<file path="config.mk">
export PLATFORM = sky130hd
export DESIGN_NAME = sprite_layer_arbiter
export DESIGN_NICKNAME = d
export VERILOG_FILES = /design/src/rtl/sprite_pkg.sv /design/src/rtl/flash_timer.sv /design/src/rtl/sprite_layer_arbiter.sv
export SDC_FILE = /design/constraint.sdc
export NUM_CORES = 1
export LEC_CHECK = 0
export ABC_AREA = 1
export ABC_CLOCK_PERIOD_IN_PS = 1400
export CAP_MARGIN = 0
export CORE_MARGIN = 5
export CORE_UTILIZATION = 33
export DETAILED_ROUTE_END_ITERATION = 8
export PLACE_DENSITY = 0.63
export SETUP_SLACK_MARGIN = 0.5
export SYNTH_ARGS = -nofsm -noshare
export SYNTH_HDL_FRONTEND = slang
export SYNTH_SLANG_ARGS = --single-unit
</file>
<file path="constraint.sdc">
create_clock -name Clk -period 1.4 [get_ports Clk]
set_input_delay 0.28 -clock Clk [delete_from_list [all_inputs] [get_ports Clk]]
set_output_delay 0.28 -clock Clk [all_outputs]
set_load 0.02 [all_outputs]
</file>
<file path="src/rtl/sprite_pkg.sv">
// Shared types and constants for the sprite compositing path feeding color_mapper.
// Layer ids double as priority: lower id wins.
package sprite_pkg;

  localparam int IDX_W        = 4;
  localparam int NUM_LAYERS   = 4;
  localparam int FLASH_FRAMES = 16;

  typedef logic [IDX_W-1:0]      palette_idx_t;
  typedef logic [NUM_LAYERS-1:0] layer_vec_t;

  localparam palette_idx_t TRANSPARENT_IDX = '0;

  localparam logic [1:0] LAYER_PLAYER = 2'd0;
  localparam logic [1:0] LAYER_BULLET = 2'd1;
  localparam logic [1:0] LAYER_ENEMY  = 2'd2;
  localparam logic [1:0] LAYER_FX     = 2'd3;

endpackage

</file>
<file path="src/rtl/flash_timer.sv">
// Per-layer damage-flash counter: counts frames down from FLASH_FRAMES and hides
// the layer on odd counts, giving a blink that ends visible.
module flash_timer #(
  parameter int FLASH_FRAMES = 16
) (
  input  logic Clk,
  input  logic Reset,
  input  logic i_load,
  input  logic i_frame_start,
  output logic o_hide
);

  localparam int            CW       = $clog2(FLASH_FRAMES + 1);
  localparam logic [CW-1:0] LOAD_VAL = CW'(FLASH_FRAMES);
  localparam logic [CW-1:0] ONE      = CW'(1);

  logic [CW-1:0] r_count;

  // A load takes precedence over a coincident frame decrement.
  always_ff @(posedge Clk) begin
    if (Reset) begin
      r_count <= '0;
    end else if (i_load) begin
      r_count <= LOAD_VAL;
    end else if (i_frame_start && (r_count != '0)) begin
      r_count <= r_count - ONE;
    end
  end

  assign o_hide = (r_count != '0) && r_count[0];

endmodule

</file>
<file path="src/rtl/sprite_layer_arbiter.sv">
// Two-stage per-pixel sprite compositor: opacity in stage 1, fixed-priority
// select in stage 2, plus frame-synchronous enables, flash and collision reporting.
module sprite_layer_arbiter #(
  parameter int NUM_LAYERS   = sprite_pkg::NUM_LAYERS,
  parameter int FLASH_FRAMES = sprite_pkg::FLASH_FRAMES,
  parameter int IDX_W        = sprite_pkg::IDX_W
) (
  input  logic                        Clk,
  input  logic                        Reset,
  input  logic                        frame_start,
  input  logic                        in_active,
  input  logic [9:0]                  DrawX,
  input  logic [9:0]                  DrawY,
  input  logic [NUM_LAYERS-1:0]       layer_hit,
  input  logic [NUM_LAYERS*IDX_W-1:0] layer_index,
  input  logic [NUM_LAYERS-1:0]       layer_en_next,
  input  logic [NUM_LAYERS-1:0]       flash_req,
  output logic [IDX_W-1:0]            sprite_data,
  output logic [1:0]                  win_layer,
  output logic [9:0]                  DrawX_d,
  output logic [9:0]                  DrawY_d,
  output logic [NUM_LAYERS-1:0]       collide_mask,
  output logic                        collide_valid
);

  import sprite_pkg::*;

  localparam logic [NUM_LAYERS-1:0] ONE_VEC = NUM_LAYERS'(1);

  logic [NUM_LAYERS-1:0]       r_en_active;
  logic [NUM_LAYERS-1:0]       r_acc;
  logic [NUM_LAYERS-1:0]       r_opaque;
  logic [NUM_LAYERS*IDX_W-1:0] r_index;
  logic [9:0]                  r_x1;
  logic [9:0]                  r_y1;

  logic [NUM_LAYERS-1:0] w_hide;
  logic [NUM_LAYERS-1:0] w_opaque;
  logic [NUM_LAYERS-1:0] w_contrib;
  logic                  w_multi;
  logic [IDX_W-1:0]      w_sel_idx;
  logic [1:0]            w_sel_id;

  for (genvar g = 0; g < NUM_LAYERS; g++) begin : g_flash
    flash_timer #(
      .FLASH_FRAMES (FLASH_FRAMES)
    ) u_flash (
      .Clk           (Clk),
      .Reset         (Reset),
      .i_load        (flash_req[g]),
      .i_frame_start (frame_start),
      .o_hide        (w_hide[g])
    );
  end

  always_comb begin
    w_opaque = '0;
    for (int i = 0; i < NUM_LAYERS; i++) begin
      w_opaque[i] = in_active && layer_hit[i] && r_en_active[i] && !w_hide[i] &&
                    (layer_index[i*IDX_W +: IDX_W] != IDX_W'(TRANSPARENT_IDX));
    end
  end

  // Two or more bits set: clearing the lowest set bit leaves something behind.
  assign w_multi   = (w_opaque & (w_opaque - ONE_VEC)) != '0;
  assign w_contrib = w_multi ? w_opaque : '0;

  // Enables only move on frame_start so a frame is always drawn with one set.
  always_ff @(posedge Clk) begin
    if (Reset) begin
      r_en_active <= '1;
    end else if (frame_start) begin
      r_en_active <= layer_en_next;
    end
  end

  // The frame_start pixel seeds the new accumulation window instead of the old one.
  always_ff @(posedge Clk) begin
    if (Reset) begin
      r_acc         <= '0;
      collide_mask  <= '0;
      collide_valid <= 1'b0;
    end else begin
      collide_valid <= frame_start;
      if (frame_start) begin
        collide_mask <= r_acc;
        r_acc        <= w_contrib;
      end else begin
        r_acc <= r_acc | w_contrib;
      end
    end
  end

  always_ff @(posedge Clk) begin
    if (Reset) begin
      r_opaque <= '0;
      r_index  <= '0;
      r_x1     <= '0;
      r_y1     <= '0;
    end else begin
      r_opaque <= w_opaque;
      r_index  <= layer_index;
      r_x1     <= DrawX;
      r_y1     <= DrawY;
    end
  end

  // Scan from lowest priority upward so the lowest-numbered opaque layer lands last.
  always_comb begin
    w_sel_idx = '0;
    w_sel_id  = '0;
    for (int i = NUM_LAYERS - 1; i >= 0; i--) begin
      if (r_opaque[i]) begin
        w_sel_idx = r_index[i*IDX_W +: IDX_W];
        w_sel_id  = 2'(i);
      end
    end
  end

  always_ff @(posedge Clk) begin
    if (Reset) begin
      sprite_data <= '0;
      win_layer   <= '0;
      DrawX_d     <= '0;
      DrawY_d     <= '0;
    end else begin
      sprite_data <= w_sel_idx;
      win_layer   <= w_sel_id;
      DrawX_d     <= r_x1;
      DrawY_d     <= r_y1;
    end
  end

endmodule

</file>
### Word-level counts from Yosys, hierarchy flattened

Index checks and enable logic that the tools add are counted.

| storage, ports and cells | value |
|---|---|
| input bits | 52 |
| logic and storage cells | 92 |
| flip-flop bits (word level) | 99 |

| cells by class | value |
|---|---|
| bitwise logic cells | 2 |
| mux-type cells | 17 |
| $add $sub $neg | 5 |
| reduce and logical (&&, ||, !) cells | 47 |

Operator list:

| cell | count |
|---|---|
| 2-to-1 mux 5 bit | 8 |
| logical AND 1 bit | 24 |
| 2-to-1 mux 4 bit | 6 |
| nonzero test 4 bit | 5 |
| nonzero test 5 bit | 4 |
| subtractor 5 x 1 -> 5 bit, second input constant | 4 |
| OR reduction 2 bit | 5 |
| nonzero test 2 bit | 4 |
| AND 4 bit | 1 |
| logical NOT 1 bit | 4 |
| 2-to-1 mux 2 bit | 2 |
| OR 4 bit | 1 |
| subtractor 4 x 1 -> 4 bit, second input constant | 1 |
| OR reduction 3 bit | 1 |
| 2-to-1 mux 1 bit | 1 |

### Logic depth before layout (Yosys ltp)

| logic depth | value |
|---|---|
| depth in word-level cells | 11 |
| depth in mapped cells | 12 |

### Modules after synthesis

Synthesis repeated with hierarchy kept, for this count alone.

| unflattened totals | value |
|---|---|
| cells, all modules | 466 |
| area, all modules | 3611.0 um2 |

By module, submodules not included:

| module | instances | area an instance (um2) | seq. area each (um2) | cells each |
|---|---|---|---|---|
| sprite_layer_arbiter | 1 | 2539.9 | 1581.5 | 314 |
| flash_timer | 4 | 267.8 | 100.1 | 38 |

### Worst setup path before layout

OpenSTA, ideal clock, no wires.

| path | value |
|---|---|
| path kind | flip-flop to flip-flop |
| start point | register g_flash[0].u_flash.r_count[0] |
| end point | register r_acc[0] |
| data required time | 1.288 ns |
| cell stages (with the launch flop) | 13 |
| arrival | 1.217 ns |
| path slack | 0.071 ns |
| cells stage by stage | dfxtp_1 > inv_1 > ha_1 > inv_1 > nor2_1 > nand2_2 > nand2_2 > nand2_4 > nand2_2 > a21oi_2 > nand2_2 > nand2_1 > nand2_1 |

| between the ends | value |
|---|---|
| word-level cells in the longest chain between the ends | 11 |

Ends and longest elaborated chain:

| what | line | text |
|---|---|---|
| from (decl) | flash_timer.sv:17 | `logic [CW-1:0] r_count;` |
| from (signal assigned) | flash_timer.sv:26 | `r_count <= r_count - ONE;` |
| nonzero test 5 bit | flash_timer.sv:30 | `assign o_hide = (r_count != '0) && r_count[0];` |
| logical AND 1 bit * | flash_timer.sv:30 |  |
| logical NOT 1 bit * | sprite_layer_arbiter.sv:59 | `w_opaque[i] = in_active && layer_hit[i] && r_en_active[i] && !w_hide[i] &&` |
| logical AND 1 bit * (2 in series) | sprite_layer_arbiter.sv:59 |  |
| subtractor 4 x 1 -> 4 bit | sprite_layer_arbiter.sv:65 | `assign w_multi = (w_opaque & (w_opaque - ONE_VEC)) != '0;` |
| AND 4 bit | sprite_layer_arbiter.sv:65 |  |
| nonzero test 4 bit | sprite_layer_arbiter.sv:65 |  |
| 2-to-1 mux 4 bit * | sprite_layer_arbiter.sv:66 | `assign w_contrib = w_multi ? w_opaque : '0;` |
| OR 4 bit | sprite_layer_arbiter.sv:89 | `r_acc <= r_acc \| w_contrib;` |
| 2-to-1 mux 4 bit * | sprite_layer_arbiter.sv:85 | `if (frame_start) begin` |
| to (signal assigned) | sprite_layer_arbiter.sv:87 | `r_acc <= w_contrib;` |
| to (signal assigned) | sprite_layer_arbiter.sv:89 |  |
| to (decl) | sprite_layer_arbiter.sv:31 | `logic [NUM_LAYERS-1:0] r_acc;` |

Every way passes the cells marked *; elsewhere a longest branch is shown, timed or not.
A chain may end at the register's enable or synchronous reset.

### Worst setup path in the final report

| path | value |
|---|---|
| start point | register g_flash[2].u_flash.r_count[1] |
| end point | register r_acc[1] |

| between the ends | value |
|---|---|
| word-level cells in the longest chain between the ends | 11 |

Ends and longest elaborated chain:

| what | line |
|---|---|
| from (decl) | flash_timer.sv:17 |
| from (signal assigned) | flash_timer.sv:26 |
| nonzero test 5 bit * | flash_timer.sv:30 |
| logical AND 1 bit * | flash_timer.sv:30 |
| logical NOT 1 bit * | sprite_layer_arbiter.sv:59 |
| logical AND 1 bit * (2 in series) | sprite_layer_arbiter.sv:59 |
| subtractor 4 x 1 -> 4 bit | sprite_layer_arbiter.sv:65 |
| AND 4 bit * | sprite_layer_arbiter.sv:65 |
| nonzero test 4 bit * | sprite_layer_arbiter.sv:65 |
| 2-to-1 mux 4 bit * | sprite_layer_arbiter.sv:66 |
| OR 4 bit | sprite_layer_arbiter.sv:89 |
| 2-to-1 mux 4 bit * | sprite_layer_arbiter.sv:85 |

Marks and branches as above.

==> impl_metrics.py <==
metrics = {
    "setup_path": {
        "cp_slowest_cell": "dfxtp_2",
        "critPathKind": "flip-flop to flip-flop",
        "worst_ep_required_time_ps": 1660,
        "crit_top_cell": "nand2_1",
        "path_buf_inv": 3,
        "start_kind": "flip-flop",
        "path_delay_family": "simple AND/OR/NAND/NOR gates",
        "crit_arrival_ps": 1610,
        "crit_chain": "inv_2, ha_4, inv_2, nor2_1, nand2_1, nand2_2, inv_1, nor2_1, a21oi_2, nand2_2, nand2_1, nand2_1",
        "critPathCaptureType": "flip-flop",
        "max_stage_delay_ps": 350,
        "cp_max_fo": 3,
        "r2r_slack_ps": 50,
    },
    "sta": {
        "slew_headroom_pct": 74.09,
        "max_freq_mhz": 740.6,
        "rsz0062_at_grt": "true",
        "holdWs_ps": 298.5,
        "finalSetupViolations": 0,
        "fin_setup_tns_ps": 0,
        "finalCritPeriodShare_pct": 96.45,
        "timing_hold_violations_final": 0,
        "finClkSkew_ps": 7.346,
        "maxSlewViolCount": 0,
        "period_needed_ps": 1350,
        "worstMarginPinSlew_ps": 387.2,
    },
    "run_status": {
        "status": "completed",
    },
    "synth": {
        "synth_edf_count": 0,
        "synth_flop_cell": "dfxtp_1",
        "synth.area.top_cells": "dfxtp_1 56%, nor2_1 10%, inv_1 9.1%, nand2_1 4.2%, nand3_1 3.8%",
        "syn_avg_cell_area_um2": 7.979,
        "yosysSeqAreaShare_pct": 55.70,
        "yosysTopAreaCell": "dfxtp_1",
        "syn_inst": 446,
        "synth_cell_types": 27,
        "async_flop_share_pct": 0,
        "syn_nets": 506,
        "ys_ff_latch": 99,
        "netlist.area_leader.share_pct": 55.70,
        "yosysWarningCount": 0,
        "netlist_area_um2": 3558,
    },
    "placed_design": {
        "gp_congestion": 0.8280,
        "io_buffers": 82,
        "postPlaceCellArea_um2": 4732,
        "hpwl_um": 5734,
    },
    "finish": {
        "fin_area_um2": 5490,
        "area_delta_synth_final_pct": 54.29,
        "nets": 626,
        "antennaDiodeCount": 0,
        "nFillCells": 990,
        "final_layout_size_suffix_gt1_share_pct": 37.37,
    },
    "route": {
        "wl_met1_um": 3698,
        "vias_per_cell": 4.307,
        "postRouteWirelength_um": 8320,
        "drt-initial-drc-count": 135,
        "ant_nets": 0,
        "met2_length_um": 3969,
        "dr.pass1.iters": 4,
        "top_layer_used": "met4",
        "vias": 3058,
        "routedWlPerCell_um": 11.72,
        "drc": 0,
        "met3_length_um": 466,
    },
    "cts": {
        "clk_pin_slew_ps": 90,
        "insertion_delay_ps": 350,
        "cts_buffer_depth": 2,
        "h-tree-depth": 3,
        "cts.sinks": 99,
        "cts_buffers": 9,
        "cts-hold-fix-buffers": 0,
        "clockRootBuffer": "clkbuf_8",
        "cts_tree": "done",
    },
    "grt": {
        "track_usage_pct": 13.09,
        "antenna_found_initial": 0,
        "grt_pass1_wl_um": 13610,
        "grt_pass1_vias": 2925,
        "grt_max_degree": 39,
        "grt_overflow_total": 0,
    },
    "floorplan": {
        "fp-row-count": 38,
        "initial_core_util_pct": 33.26,
        "die_area_um2": 12960,
        "die_x_um": 113.8,
        "fp.coreArea_um2": 10700,
        "ios": 83,
        "die-height_um": 113.8,
    },
    "job": {
        "maxCapViolCount": 0,
    },
    "power": {
        "p_per_area_nw_per_um2": 1106,
        "ir_drop_mv": 0.6840,
        "power.leakage_nw": 2.474,
        "power.total_mw": 6.074,
    },
    "worst_hold_path": {
        "hold_class": "input pin to flip-flop",
    },
}
[metrics by stage]
stage	setup WS (ps)	cells	util [%]
detailed placement	-229.4	674	44.23
global route	-32.81	710	51.32
floorplan	130.0	446	-
finish	49.76	710	51.32
CTS	82.01	706	49.53
global placement	-189.4	674	44.23
[cells by family (layout without fill, tap and decap cells)]
group                    Yosys count  in the layout  synth area share (%)
AND/OR/NAND/NOR                  181            181                 21.34
buffers and inverters             98            222                 10.76
AO/OA/AOI/OAI                     58             58                 8.896
adder cells (fa/ha/maj)            8              8                 2.813
flip-flops                        99             99                 55.70
XOR/XNOR                           2              2                0.4924
[cell usage after synthesis (3+ instances only)]
| cell | n |
|---|---|
| dfxtp_1 | 99 |
| buf_1 | 3 |
| nand3_1 | 27 |
| nand2_1 | 40 |
| buf_2 | 6 |
| and3_1 | 4 |
| inv_1 | 86 |
| o21ai_0 | 22 |
| ha_1 | 8 |
| nand2_2 | 6 |
| a21oi_1 | 26 |
| o21a_1 | 3 |
| nor3_1 | 3 |
| nor2_1 | 96 |
[routing by layer]
layer  up-vias  GRT usage (%)
met1      1376          16.72
met4         0          6.413
met3        17          2.812
li1       1598              -
met5         -              0
met2        67          21.01
[report_power, final]
group          switching, mW  leakage, nW  internal [mW]
sequential            0.0859        0.836           2.97
clock                  0.934        0.115           1.10
combinational          0.493         1.52          0.499
[area by class of cell]
cell class	count	area [µm²]	area share, %
Inverter	87	350.3	6.381
Tap cell	140	175.2	3.191
Clock buffer	11	151.4	2.758
Multi-Input combinational cell	249	1515	27.60
Clock inverter	4	73.82	1.345
Timing Repair Buffer	119	1174	21.38
Timing Repair inverter	1	5.005	0.09116
Sequential cell	99	2046	37.26
[final timing paths]
check                                start  depth (start not counted)           to
max          g_flash[2].u_flash.r_count[1]                         12     r_acc[1]
min                                  Reset                          2  r_opaque[1]
max reg2reg  g_flash[2].u_flash.r_count[1]                         12     r_acc[1]
min reg2reg                        r_y1[4]                          2   DrawY_d[4]
[cell usage in the layout, fill, tap and decap left out, types with 2 or more instances in the layout]
cell type	count
and3_1	3
nor2_1	86
clkbuf_8	11
buf_6	40
a31oi_1	2
inv_1	68
buf_4	27
nand2_2	11
nand3_1	15
nor2_2	5
nor2_4	6
a21oi_1	19
nor3_1	2
inv_4	6
dfxtp_4	4
dfxtp_1	56
nand4_1	2
clkdlybuf4s50_1	49
o21ai_1	11
o21a_1	3
bufinv_16	2
dfxtp_2	39
nand3_2	11
o21ai_0	6
o21ai_2	5
nand2_1	30
a21oi_2	9
ha_4	7
nand2_4	6
inv_2	11
[timing repair]
item / CTS / global route
setup endpoints to repair: 72 / 70
pin swaps: 29 / 24
buffers inserted: 17 / 3
gates resized for setup: 259 / 56
hold endpoints to repair: 0 / 0
cloned: 0 / 1
[worst reg2reg max path, delay by kind of cell, from the launching register on]
kind                       cells  cell delay [ps]
and+or+nand+nor                7              460
DFF                            1              350
buffers and inverters          3              150
adders and majority gates      1              150
AOI/OAI and AO/OA              1              140
[sequential cells by signal (all words and copies together) (netlist names)]
signal / cells
sprite_data: 4
r_index: 16
g_flash.u_flash.r_count: 20
r_opaque: 4
r_acc: 4
r_x1: 10
win_layer: 2
r_y1: 10
DrawX_d: 10
collide_valid: 1
collide_mask: 4
r_en_active: 4
DrawY_d: 10
Power figures use the tool's default switching activity.
